==> config.mk <==
export PLATFORM = sky130hd
export DESIGN_NAME = sdram_port_arbiter_flat
export DESIGN_NICKNAME = d
export VERILOG_FILES = /design/src/rtl/sdram_port_arbiter_if.sv /design/src/rtl/sdram_port_arbiter.sv /design/src/flat_wrapper.sv
export SDC_FILE = /design/constraint.sdc
export NUM_CORES = 1
export LEC_CHECK = 0
export ABC_AREA = 1
export CAP_MARGIN = 25
export CORE_MARGIN = 3
export CORE_UTILIZATION = 35
export CTS_CLUSTER_DIAMETER = 30
export DETAILED_ROUTE_END_ITERATION = 6
export GPL_TIMING_DRIVEN = 0
export PLACE_DENSITY = 0.87
export SYNTH_ARGS = -nofsm -noshare
export SYNTH_HDL_FRONTEND = slang
export SYNTH_SLANG_ARGS = --single-unit
==> constraint.sdc <==
create_clock -name clk_clk -period 6.9 [get_ports clk_clk]
set_clock_uncertainty 0.2 [all_clocks]
set_input_delay 1.725 -clock clk_clk [delete_from_list [all_inputs] [get_ports clk_clk]]
set_output_delay 1.725 -clock clk_clk [all_outputs]
set_load 0.02 [all_outputs]
==> src/rtl/sdram_port_arbiter_if.sv <==
// Avalon-MM bundle around the SDRAM port arbiter: video and CPU requester ports plus the controller port.
// slave = arbiter's view, master = requesters'/controller's view.
interface sdram_port_arbiter_if #(
    parameter int ADDR_W = 24,
    parameter int DATA_W = 16
);
    logic [ADDR_W-1:0]   vid_address;
    logic                vid_read;
    logic                vid_waitrequest;
    logic [DATA_W-1:0]   vid_readdata;
    logic                vid_readdatavalid;

    logic [ADDR_W-1:0]   cpu_address;
    logic                cpu_read;
    logic                cpu_write;
    logic [DATA_W-1:0]   cpu_writedata;
    logic [DATA_W/8-1:0] cpu_byteenable;
    logic                cpu_waitrequest;
    logic [DATA_W-1:0]   cpu_readdata;
    logic                cpu_readdatavalid;

    logic [ADDR_W-1:0]   m_address;
    logic                m_read;
    logic                m_write;
    logic [DATA_W-1:0]   m_writedata;
    logic [DATA_W/8-1:0] m_byteenable;
    logic                m_waitrequest;
    logic [DATA_W-1:0]   m_readdata;
    logic                m_readdatavalid;

    modport slave (
        input  vid_address, vid_read,
        output vid_waitrequest, vid_readdata, vid_readdatavalid,
        input  cpu_address, cpu_read, cpu_write, cpu_writedata, cpu_byteenable,
        output cpu_waitrequest, cpu_readdata, cpu_readdatavalid,
        output m_address, m_read, m_write, m_writedata, m_byteenable,
        input  m_waitrequest, m_readdata, m_readdatavalid
    );

    modport master (
        output vid_address, vid_read,
        input  vid_waitrequest, vid_readdata, vid_readdatavalid,
        output cpu_address, cpu_read, cpu_write, cpu_writedata, cpu_byteenable,
        input  cpu_waitrequest, cpu_readdata, cpu_readdatavalid,
        input  m_address, m_read, m_write, m_writedata, m_byteenable,
        output m_waitrequest, m_readdata, m_readdatavalid
    );
endinterface

==> src/rtl/sdram_port_arbiter.sv <==
// Video/CPU arbiter for one SDRAM controller: 1-cycle arbitration, commands and returns pass combinationally.
// Non-owner always stalled; owner stalls on controller waitrequest or, for reads, a full return-tag FIFO.
module sdram_port_arbiter #(
    parameter int ADDR_W    = 24,
    parameter int DATA_W    = 16,
    parameter int MAX_PEND  = 4,
    parameter int VID_BURST = 8
) (
    input  logic                 clk_clk,
    input  logic                 reset_reset_n,
    sdram_port_arbiter_if.slave  bus,
    output logic                 err_orphan
);
    localparam int PTR_W = (MAX_PEND > 1) ? $clog2(MAX_PEND) : 1;
    localparam int CNT_W = $clog2(MAX_PEND) + 1;
    localparam int STK_W = $clog2(VID_BURST) + 1;
    localparam logic [CNT_W-1:0] PEND_MAX    = CNT_W'(MAX_PEND);
    localparam logic [STK_W-1:0] STREAK_LAST = STK_W'(VID_BURST - 1);

    typedef enum logic [1:0] {
        S_IDLE = 2'd0,
        S_VID  = 2'd1,
        S_CPU  = 2'd2
    } owner_t;

    owner_t              r_owner, w_owner_nxt;
    logic [STK_W-1:0]    r_streak, w_streak_nxt;
    logic [MAX_PEND-1:0] r_tags;
    logic [PTR_W-1:0]    r_wr_ptr, r_rd_ptr;
    logic [CNT_W-1:0]    r_count;
    logic                r_err;

    logic w_cpu_req, w_cpu_rd, w_fifo_full;
    logic w_own_req, w_own_rd, w_accept, w_push, w_pop, w_head_cpu;

    // A simultaneous cpu_read+cpu_write is a write; the read half is ignored.
    always_comb begin
        w_cpu_req   = bus.cpu_read | bus.cpu_write;
        w_cpu_rd    = bus.cpu_read & ~bus.cpu_write;
        w_fifo_full = (r_count == PEND_MAX);
        w_own_req   = 1'b0;
        w_own_rd    = 1'b0;
        case (r_owner)
            S_VID: begin
                w_own_req = bus.vid_read;
                w_own_rd  = bus.vid_read;
            end
            S_CPU: begin
                w_own_req = w_cpu_req;
                w_own_rd  = w_cpu_rd;
            end
            default: ;
        endcase
        w_accept   = w_own_req & ~bus.m_waitrequest & ~(w_own_rd & w_fifo_full);
        w_push     = w_accept & w_own_rd;
        w_pop      = bus.m_readdatavalid & (r_count != '0);
        w_head_cpu = r_tags[r_rd_ptr];
    end

    // m_read is masked while the tag FIFO is full so the controller never takes an untracked read.
    always_comb begin
        bus.m_address       = '0;
        bus.m_read          = 1'b0;
        bus.m_write         = 1'b0;
        bus.m_writedata     = '0;
        bus.m_byteenable    = '0;
        bus.vid_waitrequest = 1'b1;
        bus.cpu_waitrequest = 1'b1;
        case (r_owner)
            S_VID: begin
                bus.m_address       = bus.vid_address;
                bus.m_read          = bus.vid_read & ~w_fifo_full;
                bus.m_byteenable    = '1;
                bus.vid_waitrequest = bus.m_waitrequest | (bus.vid_read & w_fifo_full);
            end
            S_CPU: begin
                bus.m_address       = bus.cpu_address;
                bus.m_read          = w_cpu_rd & ~w_fifo_full;
                bus.m_write         = bus.cpu_write;
                bus.m_writedata     = bus.cpu_writedata;
                bus.m_byteenable    = bus.cpu_byteenable;
                bus.cpu_waitrequest = bus.m_waitrequest | (w_cpu_rd & w_fifo_full);
            end
            default: ;
        endcase
        bus.vid_readdata      = bus.m_readdata;
        bus.cpu_readdata      = bus.m_readdata;
        bus.vid_readdatavalid = w_pop & ~w_head_cpu;
        bus.cpu_readdatavalid = w_pop & w_head_cpu;
    end

    // Video keeps the port until it has used its streak allowance while the CPU is waiting.
    always_comb begin
        w_owner_nxt  = r_owner;
        w_streak_nxt = r_streak;
        case (r_owner)
            S_IDLE: begin
                w_streak_nxt = '0;
                if (bus.vid_read)
                    w_owner_nxt = S_VID;
                else if (w_cpu_req)
                    w_owner_nxt = S_CPU;
            end
            S_VID: begin
                if (w_accept) begin
                    if (bus.vid_read & (~w_cpu_req | (r_streak < STREAK_LAST))) begin
                        w_owner_nxt  = S_VID;
                        w_streak_nxt = (r_streak == STREAK_LAST) ? r_streak : r_streak + STK_W'(1);
                    end else begin
                        w_owner_nxt  = w_cpu_req ? S_CPU : S_IDLE;
                        w_streak_nxt = '0;
                    end
                end else if (!bus.vid_read) begin
                    w_owner_nxt  = S_IDLE;
                    w_streak_nxt = '0;
                end
            end
            S_CPU: begin
                w_streak_nxt = '0;
                if (w_accept) begin
                    if (w_cpu_req & ~bus.vid_read)
                        w_owner_nxt = S_CPU;
                    else if (bus.vid_read)
                        w_owner_nxt = S_VID;
                    else
                        w_owner_nxt = S_IDLE;
                end else if (!w_cpu_req) begin
                    w_owner_nxt = S_IDLE;
                end
            end
            default: begin
                w_owner_nxt  = S_IDLE;
                w_streak_nxt = '0;
            end
        endcase
    end

    always_ff @(posedge clk_clk or negedge reset_reset_n) begin
        if (!reset_reset_n) begin
            r_owner  <= S_IDLE;
            r_streak <= '0;
            r_tags   <= '0;
            r_wr_ptr <= '0;
            r_rd_ptr <= '0;
            r_count  <= '0;
            r_err    <= 1'b0;
        end else begin
            r_owner  <= w_owner_nxt;
            r_streak <= w_streak_nxt;
            if (w_push) begin
                r_tags[r_wr_ptr] <= (r_owner == S_CPU);
                r_wr_ptr         <= r_wr_ptr + PTR_W'(1);
            end
            if (w_pop)
                r_rd_ptr <= r_rd_ptr + PTR_W'(1);
            case ({w_push, w_pop})
                2'b10:   r_count <= r_count + CNT_W'(1);
                2'b01:   r_count <= r_count - CNT_W'(1);
                default: r_count <= r_count;
            endcase
            if (bus.m_readdatavalid && (r_count == '0))
                r_err <= 1'b1;
        end
    end

    assign err_orphan = r_err;
endmodule

==> src/flat_wrapper.sv <==
// flat-port wrapper written by rule: the top's interface ports become plain ports
module sdram_port_arbiter_flat 
#(
    parameter int ADDR_W    = 24,
    parameter int DATA_W    = 16,
    parameter int MAX_PEND  = 4,
    parameter int VID_BURST = 8
)
  (clk_clk, reset_reset_n, err_orphan, bus_vid_address, bus_vid_read, bus_vid_waitrequest, bus_vid_readdata, bus_vid_readdatavalid, bus_cpu_address, bus_cpu_read, bus_cpu_write, bus_cpu_writedata, bus_cpu_byteenable, bus_cpu_waitrequest, bus_cpu_readdata, bus_cpu_readdatavalid, bus_m_address, bus_m_read, bus_m_write, bus_m_writedata, bus_m_byteenable, bus_m_waitrequest, bus_m_readdata, bus_m_readdatavalid);
  sdram_port_arbiter_if #(.ADDR_W(ADDR_W), .DATA_W(DATA_W)) bus_i ();
  input  logic clk_clk;
  input  logic reset_reset_n;
  output logic err_orphan;
  input wire logic [$bits(bus_i.vid_address)-1:0] bus_vid_address;
  input wire logic [$bits(bus_i.vid_read)-1:0] bus_vid_read;
  output wire logic [$bits(bus_i.vid_waitrequest)-1:0] bus_vid_waitrequest;
  output wire logic [$bits(bus_i.vid_readdata)-1:0] bus_vid_readdata;
  output wire logic [$bits(bus_i.vid_readdatavalid)-1:0] bus_vid_readdatavalid;
  input wire logic [$bits(bus_i.cpu_address)-1:0] bus_cpu_address;
  input wire logic [$bits(bus_i.cpu_read)-1:0] bus_cpu_read;
  input wire logic [$bits(bus_i.cpu_write)-1:0] bus_cpu_write;
  input wire logic [$bits(bus_i.cpu_writedata)-1:0] bus_cpu_writedata;
  input wire logic [$bits(bus_i.cpu_byteenable)-1:0] bus_cpu_byteenable;
  output wire logic [$bits(bus_i.cpu_waitrequest)-1:0] bus_cpu_waitrequest;
  output wire logic [$bits(bus_i.cpu_readdata)-1:0] bus_cpu_readdata;
  output wire logic [$bits(bus_i.cpu_readdatavalid)-1:0] bus_cpu_readdatavalid;
  output wire logic [$bits(bus_i.m_address)-1:0] bus_m_address;
  output wire logic [$bits(bus_i.m_read)-1:0] bus_m_read;
  output wire logic [$bits(bus_i.m_write)-1:0] bus_m_write;
  output wire logic [$bits(bus_i.m_writedata)-1:0] bus_m_writedata;
  output wire logic [$bits(bus_i.m_byteenable)-1:0] bus_m_byteenable;
  input wire logic [$bits(bus_i.m_waitrequest)-1:0] bus_m_waitrequest;
  input wire logic [$bits(bus_i.m_readdata)-1:0] bus_m_readdata;
  input wire logic [$bits(bus_i.m_readdatavalid)-1:0] bus_m_readdatavalid;
  assign bus_i.vid_address = bus_vid_address;
  assign bus_i.vid_read = bus_vid_read;
  assign bus_vid_waitrequest = bus_i.vid_waitrequest;
  assign bus_vid_readdata = bus_i.vid_readdata;
  assign bus_vid_readdatavalid = bus_i.vid_readdatavalid;
  assign bus_i.cpu_address = bus_cpu_address;
  assign bus_i.cpu_read = bus_cpu_read;
  assign bus_i.cpu_write = bus_cpu_write;
  assign bus_i.cpu_writedata = bus_cpu_writedata;
  assign bus_i.cpu_byteenable = bus_cpu_byteenable;
  assign bus_cpu_waitrequest = bus_i.cpu_waitrequest;
  assign bus_cpu_readdata = bus_i.cpu_readdata;
  assign bus_cpu_readdatavalid = bus_i.cpu_readdatavalid;
  assign bus_m_address = bus_i.m_address;
  assign bus_m_read = bus_i.m_read;
  assign bus_m_write = bus_i.m_write;
  assign bus_m_writedata = bus_i.m_writedata;
  assign bus_m_byteenable = bus_i.m_byteenable;
  assign bus_i.m_waitrequest = bus_m_waitrequest;
  assign bus_i.m_readdata = bus_m_readdata;
  assign bus_i.m_readdatavalid = bus_m_readdatavalid;
  sdram_port_arbiter #(.ADDR_W(ADDR_W), .DATA_W(DATA_W), .MAX_PEND(MAX_PEND), .VID_BURST(VID_BURST)) u_core (.clk_clk(clk_clk), .reset_reset_n(reset_reset_n), .bus(bus_i), .err_orphan(err_orphan));
endmodule
### Yosys cells after proc, flatten, opt, wreduce, memory -nomap -nowiden

Cells that the tools add are included.

* bits in registers: 18
* latch bits: 0
* memory bits (writable): 0
* bits in read-only memories: 0
* input port bits: 89
* output and inout bits: 81
* memories: 0

* add/subtract/negate cells: 5
* $mul: 0
* divide/modulo/power cells: 0
* order comparisons: 4
* eq/ne operators: 10
* shift-type cells: 0
* multiplexer cells: 31
* bitwise operators: 25
* reduce and logical (&&, ||, !) cells: 8

Operators by type and width (count)
* $pmux W24 S2: 1
* $mux W4: 5
* $mux W2: 9
* $mux W16: 1
* $and A1 B1 Y1: 14
* $not A1 Y1: 7
* $lt A2 B3 Y1 const B: 2
* $mux W1: 6
* $ne A3 B2 Y1 const B: 2
* $pmux W1 S2: 3
* $pmux W2 S3: 1
* $pmux W3 S2: 1
* $add A2 B1 Y2 const B: 2
* $add A4 B1 Y4 const B: 1
* $bwmux W4: 1
* $eq A2 B1 Y1 const B: 2
* $eq A2 B2 Y1 const B: 2
* $eq A4 B3 Y1 const B: 1
* $lt A4 B3 Y1 const B: 1
* $ne A4 B4 Y1 const B: 1
* $or A1 B1 Y1: 4
* $pmux W2 S2: 1
* $add A3 B1 Y3 const B: 1
* $eq A3 B3 Y1 const B: 1
* other kinds (12): 13

### Depth between registers and ports, before layout

Gate-level depths: netlist of the first run.

* depth after elaboration: 9
* depth in mapped cells: 15
* depth with buffers taken out: 14

### Least setup slack after synthesis of the first run

OpenSTA, ideal clock, no wires.

* path type: input port to output port
* start: input port bus_cpu_write
* end: output port bus_cpu_waitrequest
* arrival time: 2.696 ns
* data required time: 4.975 ns
* path slack: 2.279 ns
* stages on the path: 3
* buffers on the path: 0
* cell sequence: inv_1 nand2_1 o311ai_0

* cells in the longest elaborated chain, start to end: 5

Ends and longest elaborated chain
* start, declared: RTL line flat_wrapper.sv:21 `input wire logic [$bits(bus_i.cpu_write)-1:0] bus_cpu_write;`
* $not A1 Y1: RTL line sdram_port_arbiter.sv:39 `w_cpu_rd = bus.cpu_read & ~bus.cpu_write;`
* $and A1 B1 Y1: RTL line sdram_port_arbiter.sv:39
* $and A1 B1 Y1: RTL line sdram_port_arbiter.sv:82 `bus.cpu_waitrequest = bus.m_waitrequest | (w_cpu_rd & w_fifo_full);`
* $or A1 B1 Y1: RTL line sdram_port_arbiter.sv:82
* $mux W1: RTL line sdram_port_arbiter.sv:69 `case (r_owner)`
* end, declared: RTL line flat_wrapper.sv:24 `output wire logic [$bits(bus_i.cpu_waitrequest)-1:0] bus_cpu_waitrequest;`

No other way between the ends.

### Worst setup path in the final report of the first run

Same ends and word-level chain as after synthesis.

==> results of run 1 <==
==> Yosys cell counts <==
master,n
a211oi_1,1
a21oi_1,28
a21oi_4,1
a32oi_1,1
a41o_1,1
buf_4,33
buf_6,2
clkbuf_1,9
clkinv_1,1
dfrtp_1,18
fa_1,1
ha_1,11
inv_1,38
inv_2,2
nand2_1,116
nand2_2,4
nand2_4,1
nand3_1,9
nand3_2,1
nand3_4,1
nand3b_1,1
nand4_1,2
nor2_1,13
nor2_2,3
nor2_8,1
o21ai_0,6
o21ai_1,5
o311ai_0,1
xnor2_1,1
xor2_1,3
==> per-layer routing <==
layer  up-vias  part of all wire, %
li1       1246                    -
met1      1040                   38
met2       100                   53
met3         8                  7.1
met4         0                  1.5
met5         -                    0
==> final timing paths <==
kind,to
worst max-delay path,bus_cpu_waitrequest
worst min-delay path,u_core.r_rd_ptr[1]
worst max register to register,u_core.r_count[2]
worst min register to register,u_core.r_rd_ptr[1]
max in group asynchronous,u_core.r_tags[3]
min in group asynchronous,u_core.r_owner[1]
==> metrics by stage <==
step / instance area [µm²] / hold WS, ps
after CTS: 3650 / 277
after global routing: 3650 / 308
final: 3650 / 277
after global placement: 3610 / 257
after detailed placement: 3610 / 266
after floorplan: 2000 / 242
==> registers in the layout (all words and copies together), names as in the netlist <==
name,flops
u_core.r_rd_ptr,2
u_core.r_owner,2
u_core.r_wr_ptr,2
u_core.r_streak,4
u_core.err_orphan,1
u_core.r_tags,4
u_core.r_count,3
==> where the power goes <==
part / switching (mW) / internal [mW] / total [mW]
registers: 0.0242 / 0.133 / 0.158
clock network: 0.0305 / 0.0387 / 0.0692
logic: 0.398 / 0.294 / 0.692
==> logic make-up (layout without fill, tap and decap cells) <==
logic type | after synthesis | count (layout)
buffers and inverters | 85 | 240
flip-flops | 18 | 18
adder cells (fa/ha/maj) | 12 | 12
XOR/XNOR | 4 | 4
AND/OR/NAND/NOR | 152 | 152
AO/OA/AOI/OAI | 44 | 44
==> final cells by class <==
type	count	area, µm²
inverters	41	154
flip-flops and latches	18	450
clock buffers	3	41.3
plain buffers	44	304
repair buffers	152	1520
fillers	417	1650
well taps	70	87.6
multi-input cells	212	1090
==> metrics.md, run 1 <==
| Metric | Value |
|---|---|
| Count of warnings emitted by yosys | `0` |
| Final-stage net count | `approximately 570` |
| Cell family with most CP delay | `buffers and inverters` |
| Status | `finished clean` |
| Hold-fix buffers at CTS | `0` |
| Cell-by-cell trace of the critical path | `clkdlybuf4s50_1, inv_1, nand2_1, o311ai_0, clkdlybuf4s50_1` |
| Routed WL per cell | `between 10 and 15 µm` |
| Pre-CTS setup slack | `1500 ps` |
| Yosys top cell area share | `a little under a quarter` |
| Peak VDD IR | `about 160 µV` |
| Fin. max-slew vios | `0` |
| Buffers and inverters on the worst path | `3` |
| Buffer cell driving the clock tree root | `clkbuf_8` |
| Worst r2r path cells | `15` |
| Count of H-tree levels built during CTS | `1` |
| Cell type with the highest aggregate area in the netlist | `dfrtp_1` |
| Post-route clock period utilization | `between 70% and 80%` |
| Total vias in the final route | `~2,400` |
| Final setup violation count | `0` |
| Clock Sinks | `18` |
| Met3 Use GR | `4.61%` |
| Synthesized-area fraction occupied by xor and xnor cells | `1.75%` |
| Final Hold Vio Count | `0` |
| Setup crit end kind | `output port` |
| Startpoint types | `input pin` |
| Core Area | `around 0.0053 mm²` |
| Remaining antenna violation count after routing | `0` |
| Crit path required time | `~5000 ps` |
| I/O Buffers | `between 150 and 200` |
| Non-Filler Instances | `between 500 and 600` |
| Via count of the first global-routing pass | `around 2,400` |
| Highest-count cells in the layout ignoring fill and taps | `clkdlybuf4s50_1, nand2_1, inv_1, buf_4, a21oi_1` |
| Total of max-cap violations | `0` |
| TritonCTS clock tree | `built` |
| CP arrival | `~3500 ps` |
| Crit path time final | `~5400 ps` |
| Initial Util | `37.7%` |
| Pwr Density | `between 200 and 300 mW/mm²` |
| Setup repair after global routing missed its margin | `false` |
| Antenna cells | `0` |
| Number of gates given a new drive strength after cts | `0` |
| Worst-Skew Late Latency | `between 200 and 300 ps` |
| Residual DRC | `0` |
| Type of the most critical hold path | `reg2reg` |
| Count of state elements after synthesis | `18` |
| Critical Path Max Stage Delay | `~700 ps` |
| Critical Path Most Common Cell | `clkdlybuf4s50_1` |
| Highest attainable clock frequency | `between 150 and 200 MHz` |
| Vertical die dimension | `between 80 and 90 µm` |
| Internal reg-to-reg setup slack | `about 4100 ps` |
| Total Routed Length | `roughly 7.1 mm` |
| Proportion of synthesized chip area in sequential cells | `between 20% and 30%` |
| Multiplexer share of the synthesized area | `0%` |
| Count of routing violations after the opening detailed-route iteration | `80` |
| Leakage power | `roughly 1.7 nW` |
| Highest-delay cell along the critical path | `clkdlybuf4s50_1` |
| Full die area | `around 0.0067 mm²` |
| Critical path origin | `bus_cpu_write` |
| Post-synthesis to final-layout area growth | `82.5%` |
| Setup Fix Bufs, Post-CTS | `0` |
| Clock slew at reported path FFs | `roughly 60 ps` |
| Placed cells | `between 500 and 600` |
| Die width | `81.6 µm` |
| Post-synthesis simple-gate area fraction | `32.6%` |
| Post-detailed-route via-to-cell ratio | `roughly 4.4` |
| Adder-cell share of the synthesized area | `under 10%` |
| Routing usage on met2 | `about two fifths` |
| Largest cells by area after synthesis | `dfrtp_1, nand2_1, buf_4, inv_1, a21oi_1` |
| Top Usage Layer GRT | `met2` |
| Actual transition at the worst max-transition pin | `~790 ps` |
| Post-route worst setup slack | `around 1500 ps` |
| Worst slew margin relative to its limit | `between 40% and 50%` |
| CP max FO | `4` |
| Post-synth net total | `416` |
| Total standard cell area after synthesis | `0.00200 mm²` |
| Final cell utilization of the core | `between 60 and 70%` |
| Distinct cell type count after synthesis | `30` |
| Fraction of final layout cells sized beyond drive strength 1 | `between 10 and 15%` |
| Min-Delay Path Depth | `1` |
| Instance count on the critical path | `5` |
| Number of buffers inserted during clock tree synthesis | `3` |
| Compound-Gate Fraction of Synth Area | `roughly an eighth` |
| Largest buffer count on any clock path | `2` |
| Pin count of the biggest net entering global routing | `19` |
| Antenna violations before repair | `0` |
| Cell count after synthesis | `315` |
| HPWL reported at the end of detailed placement | `just over 6 mm` |
| Mean cell area of the mapped netlist | `between 6 and 7 µm²` |
| Met1 Track Usage GR | `a little under a quarter` |
| Detailed Routing Iterations Pass 1 | `4` |
| Routability congestion estimate from global placement | `0.810` |
| Worst Setup Path Type | `in2out` |
| Top-level I/O count | `170` |
| Hold wc startpoint | `u_core.r_rd_ptr[1]` |
| Total global routing track utilization | `between 20% and 30%` |
| Setup TNS | `0 ps` |
| Global-route wire length before repair | `about 11 mm` |
| Post-layout power | `between 0.9 and 1 mW` |
| Most common cell after layout, fill and taps aside | `clkdlybuf4s50_1` |
| # rows | `26` |
| Launch point of the worst reg-to-reg path | `u_core.r_owner[1]` |
| Main combinational cell family by area after synthesis | `simple AND/OR/NAND/NOR gates` |
| GRT overflow | `0` |
Note: power is estimated with default switching activity, not from simulation.
==> inputs of run 2 (changes only) <==
--- a/config.mk
+++ b/config.mk
@@ -8,11 +8,11 @@
 export ABC_AREA = 1
 export CAP_MARGIN = 25
 export CORE_MARGIN = 3
-export CORE_UTILIZATION = 35
+export CORE_UTILIZATION = 29
 export CTS_CLUSTER_DIAMETER = 30
 export DETAILED_ROUTE_END_ITERATION = 6
 export GPL_TIMING_DRIVEN = 0
-export PLACE_DENSITY = 0.87
+export PLACE_DENSITY = 0.77
 export SYNTH_ARGS = -nofsm -noshare
 export SYNTH_HDL_FRONTEND = slang
 export SYNTH_SLANG_ARGS = --single-unit
==> constraint.sdc (replaced) <==
create_clock -name clk_clk -period 4.7 [get_ports clk_clk]
set_clock_uncertainty 0.2 [all_clocks]
set_input_delay 1.175 -clock clk_clk [delete_from_list [all_inputs] [get_ports clk_clk]]
set_output_delay 1.175 -clock clk_clk [all_outputs]
set_load 0.02 [all_outputs]
==> metrics.md, run 2 (synthesis results as in run 1) <==
| Metric | Value |
|---|---|
| Status | `finished clean` |
| Residual DRC | `0` |
| Wire length on met2 | `roughly 3.7 mm` |
| Number of gates given a new drive strength after cts | `0` |
| Antenna cells | `0` |
| Capture point of the worst reg-to-reg path | `u_core.r_count[2]` |
| Crit path time final | `4220 ps` |
| Top-level I/O count | `170` |
| Fin. max-slew vios | `0` |
| Core Area | `0.00653 mm²` |
| Buffer cell driving the clock tree root | `clkbuf_8` |
| Antenna violations before repair | `0` |
| Worst Hold Margin | `approximately 280 ps` |
| Detailed Routing Iterations Pass 1 | `4` |
| Routed WL per cell | `around 13 µm` |
| Die width | `89.0 µm` |
| Routability congestion estimate from global placement | `just under 0.8` |
| Worst r2r path cells | `15` |
| Worst Hold Path EP | `u_core.err_orphan` |
| Setup Fix Bufs, Post-CTS | `0` |
| Count of routing violations after the opening detailed-route iteration | `71` |
| Vertical die dimension | `slightly below 90 µm` |
| Biggest regs | `u_core.r_streak: 4 flops, u_core.r_tags: 4 flops, u_core.r_count: 3 flops` |
| Via count of the first global-routing pass | `2,268` |
| Actual transition at the worst max-transition pin | `between 800 and 900 ps` |
| Worst slew margin relative to its limit | `a little under half` |
| Total global routing track utilization | `16.2%` |
| Highest attainable clock frequency | `between 200 and 250 MHz` |
| Most common cell after layout, fill and taps aside | `clkdlybuf4s50_1` |
| Total of max-cap violations | `0` |
| Setup TNS | `0 ps` |
| CP arrival | `2850 ps` |
| Largest buffer count on any clock path | `2` |
| Fraction of final layout cells sized beyond drive strength 1 | `a little under an eighth` |
| GRT overflow | `0` |
| Post-synthesis to final-layout area growth | `83.7%` |
| Number of inserted filler cells in the final layout | `626` |
| TritonCTS clock tree | `built` |
| Post-DP Area | `between 0.003 and 0.004 mm²` |
| Worst-Skew Late Latency | `roughly 250 ps` |
| # rows | `29` |
| Count of H-tree levels built during CTS | `1` |
| Clock Sinks | `18` |
| Worst Setup Path Type | `in2out` |
| Number of buffers inserted during clock tree synthesis | `3` |
| Peak VDD IR | `198 µV` |
| Final-stage net count | `573` |
| I/O Buffers | `about 150` |
| Min-Delay Path Depth | `1` |
| Detailed-route wire length on metal 1 | `between 2 and 3 mm` |
| Startpoint types | `input pin` |
| CP max FO | `4` |
| Final setup violation count | `0` |
| HPWL reported at the end of detailed placement | `around 6.1 mm` |
| Pin count of the biggest net entering global routing | `19` |
| Full die area | `0.00793 mm²` |
| Clock slew at reported path FFs | `70 ps` |
| Final Hold Vio Count | `0` |
| Total vias in the final route | `2,398` |
| Setup crit end kind | `output port` |
| Global-route wire length before repair | `10.3 mm` |
| Leakage power | `around 1.7 nW` |
| Total Routed Length | `about 7 mm` |
| Post-detailed-route via-to-cell ratio | `between 4 and 5` |
| Post-route clock period utilization | `89.8%` |
| Routed length on met3 | `between 400 and 500 µm` |
| Post-layout instance area | `roughly 0.0037 mm²` |
| Hold-fix buffers at CTS | `0` |
| Highest-count cells in the layout ignoring fill and taps | `clkdlybuf4s50_1, nand2_1, inv_1, buf_4, a21oi_1` |
| Type of the most critical hold path | `reg2reg` |
| Launch point of the worst reg-to-reg path | `u_core.r_owner[1]` |
| Crit path required time | `3320 ps` |
| Internal reg-to-reg setup slack | `1900 ps` |
| Remaining antenna violation count after routing | `0` |
| Top routing layer used | `met4` |
| Initial Util | `~31%` |
| Hold wc startpoint | `u_core.err_orphan` |
| Final cell utilization of the core | `a little under three fifths` |
| Setup repair after global routing missed its margin | `false` |
| Pwr Density | `between 300 and 400 mW/mm²` |
[run 2: cell types whose count changed in the layout (fill, tap and decap cells not counted), sizes merged]
cell,delta
clkbuf,+1
[run 2: where the power goes]
group | switching (mW) | internal (mW)
Combinational | 0.586 | 0.433
Clock | 0.0504 | 0.0744
Sequential | 0.0355 | 0.196
[run 2: worst max-delay path by stage]
| stage | startpoint | end | depth (start not counted) |
|---|---|---|---|
| after CTS | bus_cpu_write | bus_cpu_waitrequest | 5 |
| after global placement | bus_cpu_write | bus_cpu_waitrequest | 5 |
| after detailed placement | bus_cpu_write | bus_cpu_waitrequest | 5 |
| final | bus_cpu_write | bus_cpu_waitrequest | 5 |
| after global routing | bus_cpu_write | bus_cpu_waitrequest | 5 |
| after floorplan | bus_cpu_write | bus_cpu_waitrequest | 3 |
[run 2: worst max-delay path, cell delays in order]
cell and delay, ps:
clkdlybuf4s50_1 460, inv_1 110, nand2_1 80, o311ai_0 340, clkdlybuf4s50_1 690
[run 2: final cells by class]
| class | count | area (µm²) | area share (%) |
|---|---|---|---|
| sequential | 18 | 450 | 12.3 |
| multi-input combinational | 212 | 1090 | 29.7 |
| tap | 77 | 96.3 | 2.62 |
| inverter | 41 | 154 | 4.19 |
| timing repair buffer | 152 | 1520 | 41.4 |
| buffer | 44 | 304 | 8.28 |
| clock buffer | 4 | 55.1 | 1.50 |
[run 2: metrics by stage]
step	total power [mW]	instances	setup slack [ps]
finish	1.37	548	477
global route	1.49	548	414
CTS	1.39	548	481
detailed placement	1.26	544	522
global placement	1.24	544	512
floorplan	0.828	315	1180
[run 2: layer usage]
layer	vias to the layer above	global-route usage [%]
li1	1248	-
met1	1057	20.0
met2	85	28.6
met3	8	4.79
met4	0	2.03
met5	-	0
==> inputs of run 3 (changes only) <==
--- a/config.mk
+++ b/config.mk
@@ -6,13 +6,14 @@
 export NUM_CORES = 1
 export LEC_CHECK = 0
 export ABC_AREA = 1
-export CAP_MARGIN = 25
+export CAP_MARGIN = 10
 export CORE_MARGIN = 3
 export CORE_UTILIZATION = 29
 export CTS_CLUSTER_DIAMETER = 30
 export DETAILED_ROUTE_END_ITERATION = 6
 export GPL_TIMING_DRIVEN = 0
 export PLACE_DENSITY = 0.77
+export REMOVE_ABC_BUFFERS = 1
 export SYNTH_ARGS = -nofsm -noshare
 export SYNTH_HDL_FRONTEND = slang
 export SYNTH_SLANG_ARGS = --single-unit
==> metrics.md, run 3 (synthesis results as in run 1) <==
| Metric | Value |
|---|---|
| Critical Path Most Common Cell | `clkdlybuf4s50_1` |
| Crit path time final | `4270 ps` |
| Crit path required time | `between 3000 and 4000 ps` |
| GRT overflow | `0` |
| Number of inserted filler cells in the final layout | `~660` |
| Setup TNS | `0 ps` |
| Post-detailed-route via-to-cell ratio | `around 4.7` |
| Setup Fix Bufs, Post-CTS | `0` |
| TritonCTS clock tree | `built` |
| Total Routed Length | `roughly 6.8 mm` |
| Post-route worst setup slack | `between 400 and 500 ps` |
| Worst slew margin relative to its limit | `between 20% and 30%` |
| Critical Path Max Stage Delay | `around 670 ps` |
| CP arrival | `slightly below 3000 ps` |
| Biggest regs | `u_core.r_streak: 4 flops, u_core.r_tags: 4 flops, u_core.r_count: 3 flops` |
| Total global routing track utilization | `16.2%` |
| I/O Buffers | `121` |
| Post-route clock period utilization | `a little over 90%` |
| Total of max-cap violations | `0` |
| Fraction of final layout cells sized beyond drive strength 1 | `4.55%` |
| Detailed Routing Iterations Pass 1 | `4` |
| Highest attainable clock frequency | `around 230 MHz` |
| Antenna cells | `0` |
| Worst Setup Path Type | `in2out` |
| Number of gates given a new drive strength after cts | `0` |
| Residual DRC | `0` |
| Proportion of power drawn by the clock network | `roughly 10%` |
| Final setup violation count | `0` |
| Number of buffers inserted during clock tree synthesis | `3` |
| Top-level I/O count | `170` |
| Worst-Skew Late Latency | `approximately 260 ps` |
| Global-route wire length before repair | `9.82 mm` |
| Full die area | `~0.0079 mm²` |
| Highest-delay cell along the critical path | `clkdlybuf4s50_1` |
| Antenna violations before repair | `0` |
| Total vias in the final route | `2,221` |
| Status | `finished clean` |
| Final-stage net count | `approximately 500` |
| Post-synthesis to final-layout area growth | `52.9%` |
| Cell family with most CP delay | `buffers and inverters` |
| Type of the most critical hold path | `reg2reg` |
| Post-layout instance area | `0.00306 mm²` |
| Switching power as a share of total power | `between 40% and 50%` |
| Leakage power | `1.41 nW` |
| Post-DP Area | `between 0.003 and 0.004 mm²` |
| Worst Hold Margin | `274 ps` |
| Psw | `~0.62 mW` |
| Count of routing violations after the opening detailed-route iteration | `between 50 and 60` |
| Core Area | `between 0.006 and 0.007 mm²` |
| Final Hold Vio Count | `0` |
| CP max FO | `9` |
| Vertical die dimension | `between 80 and 90 µm` |
| Clock slew at reported path FFs | `~60 ps` |
| Cell-by-cell trace of the critical path | `clkdlybuf4s50_1, o21ai_0, a211oi_1, clkdlybuf4s50_1` |
| Multi-input combinational cell area | `around 0.0011 mm²` |
| Pwr Density | `between 400 and 500 mW/mm²` |
| Most common cell after layout, fill and taps aside | `clkdlybuf4s50_1` |
| Highest-count cells in the layout ignoring fill and taps | `clkdlybuf4s50_1, nand2_1, inv_1, a21oi_1, dfrtp_1` |
| Routability congestion estimate from global placement | `roughly 0.74` |
| Power share of the sequential group | `between 10% and 20%` |
| Setup repair after global routing missed its margin | `false` |
| Startpoint types | `input pin` |
| Largest buffer count on any clock path | `2` |
| Peak VDD IR | `around 300 µV` |
| Actual transition at the worst max-transition pin | `approximately 1100 ps` |
| Hold-fix buffers at CTS | `0` |
| Final cell utilization of the core | `between 40 and 50%` |
| Fin. max-slew vios | `0` |
| Buffer cell driving the clock tree root | `clkbuf_8` |
| HPWL reported at the end of detailed placement | `5.57 mm` |
| Remaining antenna violation count after routing | `0` |
| Combinational fraction of design power | `a little under three quarters` |
| Pre-CTS setup slack | `419 ps` |
| # rows | `29` |
| Cell-internal power | `0.646 mW` |
| Count of H-tree levels built during CTS | `1` |
| Clock Sinks | `18` |
| Via count of the first global-routing pass | `2,001` |
| Pin count of the biggest net entering global routing | `29` |
| Routed WL per cell | `between 10 and 15 µm` |
| Buffers and inverters on the worst path | `2` |
| Initial Util | `slightly above 30%` |
| Setup crit end kind | `output port` |
| Die width | `roughly 89 µm` |
| Register area | `between 400 and 500 µm²` |
## run 3: changes by cell type in the layout (fill, tap and decap cells not counted), sizes merged
cell,previous run,this run
clkdlybuf4s50,152,121
buf,35,0
clkbuf,13,4
## run 3: worst paths after layout
| check | startpoint | endpoint | slack, ps | depth (start not counted) |
|---|---|---|---|---|
| max | bus_vid_read | bus_m_read | 430 | 4 |
| min | u_core.err_orphan | u_core.err_orphan | 270 | 1 |
| max reg2reg | u_core.r_owner[1] | u_core.r_count[2] | 1180 | 14 |
| min reg2reg | u_core.err_orphan | u_core.err_orphan | 270 | 1 |
| max in group asynchronous | reset_reset_n | u_core.r_owner[0] | 2630 | 1 |
| min in group asynchronous | reset_reset_n | u_core.r_wr_ptr[1] | 1180 | 1 |
## run 3: power by group through the flow
stage | clock network [mW] | registers (mW) | logic (mW)
3_3_place_gp | 0 | 0.230 | 0.900
4_1_cts | 0.129 | 0.231 | 0.923
2_1_floorplan | 0 | 0.228 | 0.531
5_1_grt | 0.138 | 0.237 | 1.00
6_report | 0.126 | 0.231 | 0.911
3_5_place_dp | 0 | 0.233 | 0.919
## run 3: through the flow
stage               std cells  power (mW)
global placement          469        1.13
detailed placement        469        1.15
global route              473        1.38
floorplan                 271       0.759
finish                    473        1.27
CTS                       473        1.28
## run 3: final cells by class
class	count	area share (%)
tap	77	3.15
sequential	18	14.7
multi-input combinational	212	35.7
timing repair buffer	121	39.6
inverter	41	5.03
clock buffer	4	1.80
## run 3: layer usage
metal | global-route usage [%] | part of all wire [%] | up-vias
met5 | 5.84 | 0.83 | -
met4 | 2.84 | 0.68 | 2
met3 | 9.59 | 17 | 7
met2 | 26.4 | 42 | 129
met1 | 18.0 | 39 | 987
li1 | - | - | 1096
## run 3: worst reg2reg max path: stages (launching register included)
cell and delay [ps]:
dfrtp_1 430, inv_1 100, ha_1 860, nand2_2 210, nand2_1 190, nand3_4 110
nand2_4 140, nor2_8 60, inv_1 60, ha_1 130, inv_1 80, fa_1 440
a21oi_1 150, o21ai_0 110, xor2_1 150
